--- src/rtl/nm_of_if.sv ---
// Evaluation-request bundle between the Nelder-Mead optimizer (master) and the
// objective-function server (slave). Coordinates are signed pdQp, f(x) is unsigned 3Qp.
interface nm_of_if #(
   parameter int PD = 12,
   parameter int P  = 22
) ();
   logic [4:0]        state_i;
   logic [PD+P-1:0]   d0_i;
   logic [PD+P-1:0]   d1_i;
   logic [PD+P-1:0]   d2_i;
   logic [PD+P-1:0]   t0_i;
   logic [PD+P-1:0]   t1_i;
   logic [PD+P-1:0]   t2_i;
   logic              busy;
   logic [3+P-1:0]    OF_fx_o;
   logic              eval_done;
   logic [15:0]       eval_cnt;
   logic              overrun;

   modport master (
      output state_i, d0_i, d1_i, d2_i, t0_i, t1_i, t2_i,
      input  busy, OF_fx_o, eval_done, eval_cnt, overrun
   );

   modport slave (
      input  state_i, d0_i, d1_i, d2_i, t0_i, t1_i, t2_i,
      output busy, OF_fx_o, eval_done, eval_cnt, overrun
   );
endinterface

--- src/rtl/nm_of_server.sv ---
// Objective-function server: f(x) = sum (dk - tk)^2 using one time-shared squarer.
// Define NM_OF_SAT_EN to saturate f(x) at just under 8.0 instead of wrapping.
module nm_of_server #(
   parameter int PD = 12,
   parameter int P  = 22
) (
   input  logic     clk,
   input  logic     rst_n,
   nm_of_if.slave   bus
);

   localparam int W  = PD + P;       // coordinate width
   localparam int DW = W + 1;        // difference width
   localparam int SW = 2 * DW;       // full square width
   localparam int AW = 2 * W + 2;    // accumulator width
   localparam int OW = 3 + P;        // f(x) width

   typedef enum logic [2:0] {
      S_IDLE,
      S_LOAD,
      S_SQ0,
      S_SQ1,
      S_SQ2,
      S_DONE
   } fsm_e;

   fsm_e                 fsm_q, fsm_d;
   logic [4:0]           state_q;
   logic signed [DW-1:0] diff0_q, diff1_q, diff2_q;
   logic signed [DW-1:0] diff0_d, diff1_d, diff2_d;
   logic [AW-1:0]        acc_q, acc_nxt;
   logic [OW-1:0]        of_fx_q, of_fx_d;
   logic [15:0]          eval_cnt_q;
   logic                 overrun_q;

   logic                 trigger, start;
   logic                 eval_done;
   logic                 busy;
   logic                 acc_en;
   logic signed [DW-1:0] sq_in;
   logic signed [SW-1:0] sq_full;
   logic [AW-1:0]        sq_term;

   function automatic logic is_eval_code(input logic [4:0] code);
      case (code)
         5'b10000, 5'b10001, 5'b10010, 5'b10011, 5'b00000, 5'b00010,
         5'b01000, 5'b01001, 5'b10110, 5'b10111, 5'b11000: return 1'b1;
         default:                                           return 1'b0;
      endcase
   endfunction

   // Differences are formed straight from the ports so d/t are sampled on the start edge.
   always_comb begin
      diff0_d = {bus.d0_i[W-1], bus.d0_i} - {bus.t0_i[W-1], bus.t0_i};
      diff1_d = {bus.d1_i[W-1], bus.d1_i} - {bus.t1_i[W-1], bus.t1_i};
      diff2_d = {bus.d2_i[W-1], bus.d2_i} - {bus.t2_i[W-1], bus.t2_i};
   end

   // NOTE: every signal written here gets a default first, so no latch can be inferred.
   always_comb begin
      fsm_d     = fsm_q;
      trigger   = (bus.state_i != state_q) && is_eval_code(bus.state_i);
      start     = trigger && (fsm_q == S_IDLE);
      eval_done = 1'b0;
      acc_en    = 1'b0;
      sq_in     = diff0_q;
      case (fsm_q)
         S_IDLE: if (start) fsm_d = S_LOAD;
         S_LOAD: fsm_d = S_SQ0;
         S_SQ0: begin
            sq_in  = diff0_q;
            acc_en = 1'b1;
            fsm_d  = S_SQ1;
         end
         S_SQ1: begin
            sq_in  = diff1_q;
            acc_en = 1'b1;
            fsm_d  = S_SQ2;
         end
         S_SQ2: begin
            sq_in  = diff2_q;
            acc_en = 1'b1;
            fsm_d  = S_DONE;
         end
         S_DONE: begin
            eval_done = 1'b1;
            fsm_d     = S_IDLE;
         end
         default: fsm_d = S_IDLE;
      endcase
      busy = rst_n && (start || (fsm_q inside {S_LOAD, S_SQ0, S_SQ1, S_SQ2}));
   end

   // The square of a signed value is non-negative, so the shift may treat it as unsigned.
   always_comb begin
      sq_full = sq_in * sq_in;
      sq_term = $unsigned(sq_full) >> P;
      acc_nxt = acc_q + sq_term;
   end

`ifdef NM_OF_SAT_EN
   always_comb begin
      if (|acc_nxt[AW-1:OW]) of_fx_d = '1;
      else                   of_fx_d = acc_nxt[OW-1:0];
   end
`else
   always_comb begin
      of_fx_d = acc_nxt[OW-1:0];
   end
`endif

   // NOTE: sequential state uses non-blocking assignments only, so all registers update together.
   always_ff @(posedge clk or negedge rst_n) begin
      if (!rst_n) begin
         fsm_q   <= S_IDLE;
         state_q <= 5'b11111;
      end else begin
         fsm_q   <= fsm_d;
         state_q <= bus.state_i;
      end
   end

   always_ff @(posedge clk or negedge rst_n) begin
      if (!rst_n) begin
         diff0_q    <= '0;
         diff1_q    <= '0;
         diff2_q    <= '0;
         acc_q      <= '0;
         of_fx_q    <= '0;
         eval_cnt_q <= '0;
         overrun_q  <= 1'b0;
      end else begin
         if (start) begin
            diff0_q <= diff0_d;
            diff1_q <= diff1_d;
            diff2_q <= diff2_d;
            acc_q   <= '0;
         end else if (acc_en) begin
            acc_q <= acc_nxt;
         end
         // The result lands on the edge that enters DONE, so it is valid with eval_done.
         if (fsm_q == S_SQ2) begin
            of_fx_q    <= of_fx_d;
            eval_cnt_q <= eval_cnt_q + 16'd1;
         end
         if (trigger && (fsm_q != S_IDLE)) overrun_q <= 1'b1;
      end
   end

   assign bus.busy      = busy;
   assign bus.OF_fx_o   = of_fx_q;
   assign bus.eval_done = eval_done;
   assign bus.eval_cnt  = eval_cnt_q;
   assign bus.overrun   = overrun_q;

endmodule

--- src/flat_wrapper.sv ---
// flat-port wrapper written by rule: the top's interface ports become plain ports
module nm_of_server_flat 
#(
   parameter int PD = 12,
   parameter int P  = 22
)
  (clk, rst_n, bus_state_i, bus_d0_i, bus_d1_i, bus_d2_i, bus_t0_i, bus_t1_i, bus_t2_i, bus_busy, bus_OF_fx_o, bus_eval_done, bus_eval_cnt, bus_overrun);
  nm_of_if #(.PD(PD), .P(P)) bus_i ();
  input  logic clk;
  input  logic rst_n;
  input wire logic [$bits(bus_i.state_i)-1:0] bus_state_i;
  input wire logic [$bits(bus_i.d0_i)-1:0] bus_d0_i;
  input wire logic [$bits(bus_i.d1_i)-1:0] bus_d1_i;
  input wire logic [$bits(bus_i.d2_i)-1:0] bus_d2_i;
  input wire logic [$bits(bus_i.t0_i)-1:0] bus_t0_i;
  input wire logic [$bits(bus_i.t1_i)-1:0] bus_t1_i;
  input wire logic [$bits(bus_i.t2_i)-1:0] bus_t2_i;
  output wire logic [$bits(bus_i.busy)-1:0] bus_busy;
  output wire logic [$bits(bus_i.OF_fx_o)-1:0] bus_OF_fx_o;
  output wire logic [$bits(bus_i.eval_done)-1:0] bus_eval_done;
  output wire logic [$bits(bus_i.eval_cnt)-1:0] bus_eval_cnt;
  output wire logic [$bits(bus_i.overrun)-1:0] bus_overrun;
  assign bus_i.state_i = bus_state_i;
  assign bus_i.d0_i = bus_d0_i;
  assign bus_i.d1_i = bus_d1_i;
  assign bus_i.d2_i = bus_d2_i;
  assign bus_i.t0_i = bus_t0_i;
  assign bus_i.t1_i = bus_t1_i;
  assign bus_i.t2_i = bus_t2_i;
  assign bus_busy = bus_i.busy;
  assign bus_OF_fx_o = bus_i.OF_fx_o;
  assign bus_eval_done = bus_i.eval_done;
  assign bus_eval_cnt = bus_i.eval_cnt;
  assign bus_overrun = bus_i.overrun;
  nm_of_server #(.PD(PD), .P(P)) u_core (.clk(clk), .rst_n(rst_n), .bus(bus_i));
endmodule
--- config.mk ---
export PLATFORM = sky130hd
export DESIGN_NAME = nm_of_server_flat
export DESIGN_NICKNAME = d
export VERILOG_FILES = /design/src/rtl/nm_of_if.sv /design/src/rtl/nm_of_server.sv /design/src/flat_wrapper.sv
export SDC_FILE = /design/constraint.sdc
export NUM_CORES = 2
export LEC_CHECK = 0
export ABC_AREA = 1
export ABC_CLOCK_PERIOD_IN_PS = 21900
export CORE_ASPECT_RATIO = 1.25
export CORE_MARGIN = 3
export CORE_UTILIZATION = 60
export DETAILED_ROUTE_END_ITERATION = 8
export PLACE_DENSITY_LB_ADDON = 0.12
export SYNTH_ARGS = -nofsm -noshare
export SYNTH_HDL_FRONTEND = slang
export SYNTH_SLANG_ARGS = --single-unit
export TNS_END_PERCENT = 30
--- constraint.sdc ---
create_clock -name clk -period 21.9 [get_ports clk]
set_clock_uncertainty 0.1 [all_clocks]
set_input_delay 5.475 -clock clk [delete_from_list [all_inputs] [get_ports clk]]
set_output_delay 5.475 -clock clk [all_outputs]
set_load 0.01 [all_outputs]
# Word-level counts from Yosys, hierarchy flattened
# Memory sizes are Yosys's and may differ from the RTL's.
# Index checks and enable logic that the tools add are counted.
# word_totals
ram_bits	0
n_memories	1
latchBits	0
ff_bits	225
rom_bits	32
output_inout_bits	44
# mem_list
name	depth	width	read_ports	rd_clocked_by_memory_dff	wr	line	rtl
(no name shown)	32	1	1	0	0	nm_of_server.sv:45	case (code)
# op_classes
order_cmp	0
mux	7
n_mul	1
n_div	0
eq_ne	7
shifts	0
bitwise_logic	0
reduce_logical	10
n_addsub	5
# ops
op	n
2-to-1 mux 70 bit	2
subtractor 34 x 34 -> 35 bit	3
adder 70 x 48 -> 70 bit	1
multiplier 35 x 35 -> 70 bit	1
one-hot mux 35 bit (2 select lines)	1
adder 16 x 1 -> 16 bit, second input constant	1
one-hot mux 3 bit (5 select lines)	1
equality test 3 x 2 -> 1 bit, second input constant	2
equality test 3 bit, second input constant	2
!= test 5 bit	1
logical AND 1 bit	4
nonzero test 4 bit	1
equality test 3 x 1 -> 1 bit, second input constant	1
zero test 3 bit	1
2-to-1 mux 3 bit	1
nonzero test 3 bit	1
OR reduction 3 bit	1
2-to-1 mux 1 bit	2
!= test 2 x 1 -> 1 bit, second input constant	1
nonzero test 2 bit	1
logical OR 1 bit	1

# Logic depth before layout (Yosys ltp)
# depth
ltp_word	6
depth_mapped	53
ltp_nobuf	50

# Worst setup path after synthesis
# Ideal clock, no wire load.
# synth_timing
path_type	input port to output port
start	input bus_state_i[4]
end	output bus_busy
path_slack_ns	10.004
t_arrival_ns	6.321
required_time_ns	16.325
n_path_buf	0
path_stages	6
path_cell_list	xor2_1 nor2_1 nand4_1 o221ai_1 nor2_2 o31a_1
# synth_via
elab_chain_cells	5
word_cells_on_any_way	6
cone_classes	eq/ne: 1; reduce/logical: 4; memory: 1
# synth_rtl
element	line	rtl
start, declared	flat_wrapper.sv:11	input wire logic [$bits(bus_i.state_i)-1:0] bus_state_i;
memory (32 x 1 bit) / != test 5 bit (equally long branches)	--	
logical AND 1 bit (*)	nm_of_server.sv:62	trigger = (bus.state_i != state_q) && is_eval_code(bus.state_i);
logical AND 1 bit (*)	nm_of_server.sv:63	start = trigger && (fsm_q == S_IDLE);
logical OR 1 bit (*)	nm_of_server.sv:91	busy = rst_n && (start || (fsm_q inside {S_LOAD, S_SQ0, S_SQ1, S_SQ2}));
logical AND 1 bit (*)	nm_of_server.sv:91	
end, declared	flat_wrapper.sv:18	output wire logic [$bits(bus_i.busy)-1:0] bus_busy;
# Every way passes the cells marked *; elsewhere a longest branch is shown, timed or not.

# Worst setup path after layout
# layout_timing
start	input bus_state_i[2]
end	output bus_busy
# The elaborated chain is that of the path after synthesis.

==> summary.txt <==
Floorplanning
  • Starting density of the core: 61.1%
  • # rows: 106
  • Die H: 299 µm
  • Area of the die: 72000 µm²
  • I/O Pins: 255
  • Core area: 67500 µm²
  • Die width: 241 µm

Finish
  • Reg area: 4510 µm²
  • Commonest cells after routing, fill and taps aside: 1379 x inv_1, 804 x fa_1, 729 x nand2_1, 507 x nor2_1, 304 x ha_1
  • Layout cell share with drive strength beyond 1: 3.42%
  • Nets: 6603
  • Finished Core Util: 67.1%
  • Layout fillers: 5831
  • Fin cells: 6162
  • Commonest non-fill, non-tap cell in the layout: inv_1
  • Area of the multi-input gates: 31100 µm²
  • Area delta synth->final: 9.73%

Critical path
  • Worst r2r path cells: 39
  • Crit path DAT: 7.67 ns
  • Critical R2R Launch: u_core.fsm_q[1]
  • Worst-path maximum fanout: 4
  • Required time of the critical path: 16.33 ns
  • Flop2flop setup slack: 9.21 ns
  • Worst Setup EP: bus_busy
  • CP Launch Type: input port
  • Worst setup path start: bus_state_i[2]
  • Classification of the worst setup path: in2out
  • Endpoint class of the critical path: output pin
  • R2R Path End: u_core.acc_q[21]

Routing
  • Vias: 33.9k
  • DRC Markers: 0
  • Final ANT Viol Nets: 0
  • Routed len/inst: 20.3 µm
  • Final WL: 125000 µm
  • Drt first pass iters: 8
  • Drt via density: 5.50
  • Iteration-0 DRC Markers: 2220

STA
  • Min Tclk post-route: 13.25 ns
  • Total negative slack: 0 ns
  • Max Freq: 75.5 MHz
  • Final Hold Viols: 0
  • Final WS setup: 8.65 ns
  • Final setup violation count: 0
  • RSZ-0062 raised after global routing: false
  • Worst-Margin Slew: 1.12 ns
  • Max_slew headroom: 25.2%
  • Final Cycle Share: 60.5%
  • Slew Viols, Final: 0

CTS
  • CTS sink count: 180
  • Setup Fix Bufs, Post-CTS: 0
  • Hold-fix buffers, CTS: 0
  • Latest clock arrival within the worst-skew pair: 0.45 ns
  • Post-cts repair resize count: 0
  • Total CTS buffers: 17
  • Clock buffer depth: 2
  • CTS H-tree depth: 4
  • Clk root buf: clkbuf_16
  • Clk pin slew, worst setup/hold paths: 0.06 ns
  • CTS tree: done

GRT
  • Total track usage: 35.8%
  • Vias in the first global route: 35.8k
  • Total grt overflow: 0
  • First-pass GRT wire length: 195000 µm
  • Largest net degree at the start of global routing: 82
  • Initial antenna violation count: 1

Synth
  • Post-Synthesis Net Count: 6409
  • Synthesized cell area: 41300 µm²
  • Number of flops mapped to enable cells by yosys: 0
  • Post-synthesis register bit count: 180
  • Cells after synthesis: 5090
  • Async set-or-reset flop fraction in the synthesized netlist: 100%
  • Register area share after synthesis: 10.9%
  • Post-synth cell types: 59
  • Syn Area/Cell: 8.11 µm²
  • Yosys Warn Count: 0
  • Commonest register cell after synthesis: dfrtp_1

Worst hold path
  • Hold Path Class: reg2reg
  • Hold path depth: 2

Placed design
  • Detail Placement HPWL: 101000 µm
  • Pre-CTS WS: 8.63 ns
  • Final GP Congestion: 0.983
  • IO buf count: 254
  • Placed Cells: 6129

Job
  • Max Cap Viol: 0

Run status
  • Outcome: complete, no violations
-- routing by layer --
| layer | GRT usage, % | wire (µm) | vias up |
|---|---|---|---|
| met5 | 0 | 0 | - |
| met4 | 24.0 | 10800 | 0 |
| met3 | 6.32 | 9670 | 494 |
| met2 | 61.0 | 60700 | 1383 |
| met1 | 41.2 | 43600 | 16400 |
| li1 | - | - | 15600 |
-- Yosys cell counts, drive strengths merged, types with 2 or more instances --
library cell     n  share of area [%]
nand2          740                6.8
a32o             3              0.073
o21bai          11               0.20
dfrtp          175                 11
ha             304                9.2
clkinv          10              0.091
fa             804                 39
dfstp            5               0.32
o21ai          249                3.1
a21oi          227                2.8
clkbuf          84               0.76
nand4           33               0.50
o211ai          12               0.22
o221ai           4              0.085
nor4            12               0.18
nand3          159                2.1
o22ai           15               0.24
buf             30               0.46
a31oi           18               0.27
xor2            78                1.7
inv           1388                 13
or2             38               0.58
nand3b          15               0.27
o2111ai          3              0.064
xnor2           55                1.2
nor3            32               0.39
a21o            16               0.29
a211oi           8               0.15
o31a             2              0.042
o31ai            4              0.073
o21a            13               0.24
a21boi           5              0.091
nor2           526                5.0
a31o             4              0.085
a221oi           3              0.079
-- critical path: stages --
cell,delay [ns]
clkdlybuf4s50_1,0.54
inv_1,0.05
o21a_1,0.16
o221ai_1,0.63
nor2_4,0.03
o31a_1,0.29
clkdlybuf4s50_1,0.49
-- layout make-up --
| type | instances | share of cell area [%] |
|---|---|---|
| clock buffers | 20 | 0.987 |
| repair buffers | 289 | 6.20 |
| inverters | 1398 | 11.6 |
| well taps | 864 | 2.39 |
| flip-flops and latches | 180 | 9.96 |
| multi-input cells | 3398 | 68.6 |
| clock inverters | 12 | 0.260 |
| diodes | 1 | 0.00553 |
-- worst min path at each step --
stage	slack (ns)	start	to
2_1_floorplan	0.35	u_core.diff1_q[34]	u_core.diff1_q[34]
3_3_place_gp	0.36	u_core.diff1_q[0]	u_core.diff1_q[0]
3_5_place_dp	0.37	u_core.bus.OF_fx_o[15]	u_core.bus.OF_fx_o[15]
4_1_cts	0.38	u_core.bus.OF_fx_o[15]	u_core.bus.OF_fx_o[15]
5_1_grt	0.42	u_core.bus.OF_fx_o[24]	u_core.bus.OF_fx_o[24]
6_report	0.38	u_core.diff1_q[14]	u_core.diff1_q[14]
-- sequential cells by signal, summed over array words and instances, names as in the netlist --
| register | flops |
|---|---|
| u_core.fsm_q | 3 |
| u_core.state_q | 5 |
| u_core.diff1_q | 35 |
| u_core.bus.overrun | 1 |
| u_core.diff0_q | 35 |
| u_core.diff2_q | 35 |
| u_core.bus.OF_fx_o | 25 |
| u_core.acc_q | 25 |
| u_core.bus.eval_cnt | 16 |
-- logic make-up (layout without fill, tap and decap cells) --
kind of cell,after synthesis,after routing,synth area share [%]
buf+inv,1512,1719,14.0
fa+ha+maj,1108,1108,48.2
compound gates,600,600,8.19
xor+xnor,133,133,2.82
other cells,0,1,0
simple gates,1557,1557,15.9
flops,180,180,10.9
-- stage by stage --
stage,area [µm²],hold slack [ns]
final,45300,0.381
after global routing,45300,0.417
after CTS,45300,0.385
after detailed placement,44700,0.365
after global placement,44700,0.364
after floorplan,41300,0.349
Power is not shown: default switching activity piles up to over one toggle a cycle in this logic, so the estimate is an artifact.
